[src/rtl/dll_pkg.sv]
// Shared encodings, STP field layout and LCRC constants for the receive-side DLL.
package dll_pkg;

  localparam logic [1:0] DLCMSM_INACTIVE = 2'b00;
  localparam logic [1:0] DLCMSM_INIT     = 2'b01;
  localparam logic [1:0] DLCMSM_ACTIVE   = 2'b10;

  localparam logic [1:0] ACKNAK_IDLE = 2'b00;
  localparam logic [1:0] ACKNAK_ACK  = 2'b01;
  localparam logic [1:0] ACKNAK_NAK  = 2'b10;

  localparam int unsigned DW_W    = 32;
  localparam int unsigned BEAT_DW = 8;

  localparam int unsigned STP_TYPE_LSB = 0;
  localparam int unsigned STP_TYPE_W   = 4;
  localparam int unsigned STP_LEN_LSB  = 4;
  localparam int unsigned STP_LEN_W    = 11;
  localparam int unsigned STP_SEQ_LSB  = 16;
  localparam int unsigned SEQ_W        = 12;
  localparam logic [3:0]  STP_TYPE     = 4'hF;

  localparam logic [31:0] LCRC_POLY = 32'h04C1_1DB7;
  localparam logic [31:0] LCRC_INIT = 32'hFFFF_FFFF;

  typedef logic [SEQ_W-1:0] seq_t;

  typedef enum logic [1:0] {
    S_IDLE = 2'd0,
    S_BODY = 2'd1,
    S_DROP = 2'd2
  } rx_state_t;

endpackage

[src/rtl/dll_lcrc32_dw8.sv]
// Combinational CRC-32 update over up to eight DWs of one beat, DW0 first, bit 31 first.
module dll_lcrc32_dw8
  import dll_pkg::*;
(
  input  logic [31:0]               crc_in,
  input  logic [BEAT_DW*DW_W-1:0]   data,
  input  logic [BEAT_DW-1:0]        dw_en,
  output logic [31:0]               crc_out
);

  always_comb begin
    crc_out = crc_in;
    for (int k = 0; k < int'(BEAT_DW); k++) begin
      if (dw_en[k]) begin
        for (int b = int'(DW_W) - 1; b >= 0; b--) begin
          crc_out = {crc_out[30:0], 1'b0} ^
                    ((crc_out[31] ^ data[k*int'(DW_W) + b]) ? LCRC_POLY : 32'h0);
        end
      end
    end
  end

endmodule

[config.mk]
export PLATFORM = sky130hd
export DESIGN_NAME = dll_lcrc32_dw8
export DESIGN_NICKNAME = d
export VERILOG_FILES = /design/src/rtl/dll_pkg.sv /design/src/rtl/dll_lcrc32_dw8.sv
export SDC_FILE = /design/constraint.sdc
export NUM_CORES = 1
export LEC_CHECK = 0
export BUFFER_PORTS_ARGS = -buffer_cell sky130_fd_sc_hd__buf_4
export CELL_PAD_IN_SITES_DETAIL_PLACEMENT = 0
export CELL_PAD_IN_SITES_GLOBAL_PLACEMENT = 2
export CORE_UTILIZATION = 45
export DETAILED_ROUTE_END_ITERATION = 6
export PLACE_DENSITY = 0.89
export SYNTH_ARGS = -nofsm -noshare
export SYNTH_HDL_FRONTEND = slang
export SYNTH_SLANG_ARGS = --single-unit
[constraint.sdc]
create_clock -name vclk -period 40.3
set_input_delay 8.06 -clock vclk [all_inputs]
set_output_delay 8.06 -clock vclk [all_outputs]
set_load 0.02 [all_outputs]
Yosys cells after proc, flatten, opt, wreduce, memory -nomap -nowiden:

Index checks and enable logic that the tools add are counted.

* register bits: 0
* ROM bits: 0
* memories: 0
* RAM bits: 0
* latch bits: 0

* $add $sub $neg: 0
* divide/modulo/power cells: 0
* multipliers: 0
* reductions and logical operators: 0
* magnitude comparators: 0
* shift-type cells: 0
* equal/unequal tests: 0
* bitwise logic cells: 512
* mux-type cells: 264

Operators by type and width (number)
* $xor 32x27->32: 256
* $mux 27: 256
* $mux 32: 8
* $xor 1x1->1: 256

Depth between registers and ports, before layout:

* word-level depth: 776
* gate-level depth with buffers: 66
* gate-level depth less buffers: 60

Worst setup path before layout:

OpenSTA, ideal clock, no wires.

* path kind: input port to output port
* start point: input port data[29]
* end point: output port crc_out[13]
* path buffers: 1
* arrival: 30.248 ns
* data required time: 32.240 ns
* setup slack: 1.992 ns
* stages: 61
* cell sequence: xnor2_4 xnor2_2 xnor3_2 xnor2_4 xnor3_1 xnor2_4 xor3_1 mux2i_1 xor2_1 xnor3_1 xnor2_1 xor3_1 xnor3_1 mux2_2 xor2_4 xnor3_1 xnor3_1 xnor3_1 (+25 left out) xnor2_4 xor2_1 xnor3_1 xnor3_2 xnor3_1 xnor2_1 buf_4 xnor3_1 mux2i_4 xnor2_1 xnor3_2 xnor2_2 xnor3_1 xnor3_2 xnor2_2 xor3_1 xnor2_1 mux2i_1

* longest elaborated chain between the ends: 348
* elaborated cells between the ends (all ways): 742
* classes of those cells: 248 x mux; 494 x bitwise

Ends and longest elaborated chain
* start: declaration: RTL line dll_lcrc32_dw8.sv:6 `input logic [BEAT_DW*DW_W-1:0] data,`
* $xor 1x1->1 *: RTL line dll_lcrc32_dw8.sv:17 `((crc_out[31] ^ data[k*int'(DW_W) + b]) ? LCRC_POLY : 32'h0);`
* $mux 27 *: RTL line dll_lcrc32_dw8.sv:17
* $xor 32x27->32 * (6 in series): RTL line dll_lcrc32_dw8.sv:16 `crc_out = {crc_out[30:0], 1'b0} ^`
* $xor 1x1->1: RTL line dll_lcrc32_dw8.sv:17
* $mux 27: RTL line dll_lcrc32_dw8.sv:17
* $xor 32x27->32 * (6 in series): RTL line dll_lcrc32_dw8.sv:16
* $xor 1x1->1: RTL line dll_lcrc32_dw8.sv:17
* $mux 27: RTL line dll_lcrc32_dw8.sv:17
* (+311 left out)
* $xor 32x27->32 (6 in series): RTL line dll_lcrc32_dw8.sv:16
* $xor 1x1->1: RTL line dll_lcrc32_dw8.sv:17
* $mux 27: RTL line dll_lcrc32_dw8.sv:17
* $xor 32x27->32 (6 in series): RTL line dll_lcrc32_dw8.sv:16
* $xor 1x1->1: RTL line dll_lcrc32_dw8.sv:17
* $mux 27: RTL line dll_lcrc32_dw8.sv:17
* $xor 32x27->32 (2 in series): RTL line dll_lcrc32_dw8.sv:16
* $mux 32 *: RTL line dll_lcrc32_dw8.sv:14 `if (dw_en[k]) begin`
* end: declaration: RTL line dll_lcrc32_dw8.sv:8 `output logic [31:0] crc_out`

Every way passes the cells marked *; elsewhere a longest branch is shown, timed or not.

Worst setup path in the final report:

* start point: input port crc_in[23]
* end point: output port crc_out[18]

* longest elaborated chain between the ends: 346
* elaborated cells between the ends (all ways): 724
* classes of those cells: 238 x mux; 486 x bitwise

Ends and longest elaborated chain
* start: declaration: RTL line dll_lcrc32_dw8.sv:5 `input logic [31:0] crc_in,`
* $xor 32x27->32 (8 in series): RTL line dll_lcrc32_dw8.sv:16
* $xor 1x1->1: RTL line dll_lcrc32_dw8.sv:17
* $mux 27: RTL line dll_lcrc32_dw8.sv:17
* $xor 32x27->32 (6 in series): RTL line dll_lcrc32_dw8.sv:16
* $xor 1x1->1: RTL line dll_lcrc32_dw8.sv:17
* $mux 27: RTL line dll_lcrc32_dw8.sv:17
* $xor 32x27->32 (6 in series): RTL line dll_lcrc32_dw8.sv:16
* $xor 1x1->1: RTL line dll_lcrc32_dw8.sv:17
* (+296 left out)
* $xor 32x27->32 (6 in series): RTL line dll_lcrc32_dw8.sv:16
* $xor 1x1->1: RTL line dll_lcrc32_dw8.sv:17
* $mux 27: RTL line dll_lcrc32_dw8.sv:17
* $xor 32x27->32 (6 in series): RTL line dll_lcrc32_dw8.sv:16
* $xor 1x1->1: RTL line dll_lcrc32_dw8.sv:17
* $mux 27: RTL line dll_lcrc32_dw8.sv:17
* $xor 32x27->32 (8 in series): RTL line dll_lcrc32_dw8.sv:16
* $mux 32 *: RTL line dll_lcrc32_dw8.sv:14

Marks and branches as above.

==> impl_metrics.yaml <==
status:
  status: "finished clean"
drt:
  finalWirelength_mm: 137
  remaining_drc_errors: 0
  vias: 26600
  ant_nets: 0
  wl_per_cell_microns: 27.1
  drt_iter0_drc: 2332
  vias_per_cell: 5.26
  firstDrtPassIters: 5
synthesis:
  synth_warnings: 0
  synth_nets: 3144
  syn_inst: 2848
  ys_seq_area_frac: 0
  synth_area_sq_mm: 0.0373
  avgSynthCellArea_sq_um: 13.1
  ys_types: 60
flow_run:
  max_cap_viol_count: 0
place:
  port_buffers: 328
  placed_cells: 5010
  place_hpwl_mm: 122
  place_area_sq_mm: 0.0471
  gp_congestion: 1.03
hold_path:
  hold_class: "in2out"
  whs_endpoint: "crc_out[12]"
  hold_depth: 3
  holdCritStartpoint: "dw_en[7]"
clock_tree:
  holdBufCountCts: 0
floorplan:
  start_util: 0.455
  die_w_microns: 290
  die_y_microns: 290
  io_pins: 328
  rows: 105
  core_sq_mm: 0.0820
  die_area_sq_mm: 0.0840
worst_setup_path:
  end_kind: "primary output"
  cp_common_cell: "xnor3_1"
  cp_slowest_cell: "xnor3_1"
  critical-path-top-delay-family: "XOR/XNOR gates"
  cp-start-kind: "primary input"
  cp_max_fo: 6
  critPathArrivalTime_ns: 31.78
  required_ns: 32.24
  critPathMaxStageDelay_ns: 0.58
  criticalPathCategory: "in2out"
  cp_num_buf_inv: 7
sta:
  worst_pin_slew_ns: 0.988
  period_needed_ns: 39.84
  hold_slack_ns: 16.75
  slew_headroom: 0.334
  final_hold_viol_count: 0
  drv_slew: 0
  fmax_ghz: 0.0251
  setup_viol: 0
  fin_crit_sh: 0.989
  grt_setup_unrepaired: "false"
layout:
  fillCellCount: 6778
  drive_above_1_share: 0.394
  final_area_sq_mm: 0.0481
  nClkBuffers: 0
  stdcell_count: 5057
  regArea_sq_um: 0
  layout.nets: 4281
  area_growth_pct: 29.1
  finish.utilization: 0.587
  seq_cell_count: 0
global_routing:
  use_met2: 0.557
  grt.total_usage: 0.323
  grt_max_degree: 65
  grt_pass1_wl_mm: 194
  use_met3: 0.0327
  grt-ovfl-total: 0
  grt_pass1_vias: 27900
  grt_most_used_layer: "met2"
  use_met1: 0.419
  antenna_found_initial: 7
-- cells in the mapped netlist (9+ instances only) --
| master | count | area share |
|---|---|---|
| xnor3_2 | 38 | 0.024 |
| mux2i_2 | 9 | 0.0033 |
| xnor2_2 | 96 | 0.042 |
| a21oi_1 | 71 | 0.0095 |
| mux2_2 | 25 | 0.0076 |
| nor2_1 | 97 | 0.0098 |
| xor2_4 | 10 | 0.0074 |
| a21oi_4 | 9 | 0.0039 |
| xor3_1 | 103 | 0.066 |
| a21oi_2 | 12 | 0.0028 |
| mux2i_1 | 116 | 0.031 |
| a211oi_1 | 9 | 0.0018 |
| xor2_1 | 382 | 0.090 |
| clkbuf_1 | 33 | 0.0033 |
| xnor3_1 | 667 | 0.40 |
| xor2_2 | 31 | 0.014 |
| buf_1 | 15 | 0.0015 |
| xnor2_4 | 26 | 0.019 |
| nand2_1 | 22 | 0.0022 |
| inv_1 | 12 | 0.0012 |
| mux2i_4 | 21 | 0.013 |
| xnor2_1 | 942 | 0.22 |
-- through the flow --
stage               setup TNS, ns  worst slack (ns)
floorplan                       0              1.99
global placement           -19.21            -0.844
detailed placement         -16.93            -0.783
CTS                             0            0.0274
global route                    0           0.00439
finish                          0             0.457
-- cells in the final DEF, fill, tap and decap left out, types with 53 or more instances in the layout --
master | netlist | layout
xnor2_2 | 96 | 115
xor3_1 | 103 | 98
mux2i_1 | 116 | 105
xnor3_2 | 38 | 53
a21oi_1 | 71 | 70
xor2_1 | 382 | 372
buf_4 | 6 | 1187
xnor3_1 | 667 | 651
nor2_1 | 97 | 97
xnor2_1 | 942 | 908
-- worst max-delay path by stage --
stage / from / end / slack (ns) / cells past startpoint
floorplan: data[29] / crc_out[13] / 1.99 / 61
global placement: data[29] / crc_out[18] / -0.84 / 66
detailed placement: data[29] / crc_out[18] / -0.78 / 65
CTS: data[28] / crc_out[18] / 0.03 / 69
global route: data[27] / crc_out[5] / 0.004 / 72
finish: crc_in[23] / crc_out[18] / 0.46 / 67
-- final cells by class --
cell class         count  area (sq um)  area share
repair buffers      1199          9150       0.190
multi-input cells   2771         37600       0.781
diodes                 4          10.0    0.000208
well taps           1070          1340      0.0278
inverters             13          48.8     0.00101
-- worst min-delay path, cell delays in order --
cell and delay [ns]:
buf_4 0.28, mux2i_1 0.18, buf_4 0.15
-- what timing repair did --
action                     CTS  global route
setup endpoints to repair   32            32
gates resized for setup     24            76
pin swaps                    2            13
buffers inserted            10            33
-- cell families after synthesis --
logic type | synth area share
AOI/OAI and AO/OA | 0.0261
and+or+nand+nor | 0.0187
xor gates and xnor gates | 0.892
buffers and inverters | 0.00900
muxes | 0.0547
-- routing by layer --
| metal | wire length [microns] | share of wire |
|---|---|---|
| met3 | 9370 | 0.068 |
| met2 | 67200 | 0.49 |
| met1 | 54200 | 0.40 |
| met5 | 56 | 0.00041 |
| met4 | 6430 | 0.047 |
Power is left out: the tool's default activity adds up to more than one toggle a clock period on the data nets, which glitch-free logic cannot reach.
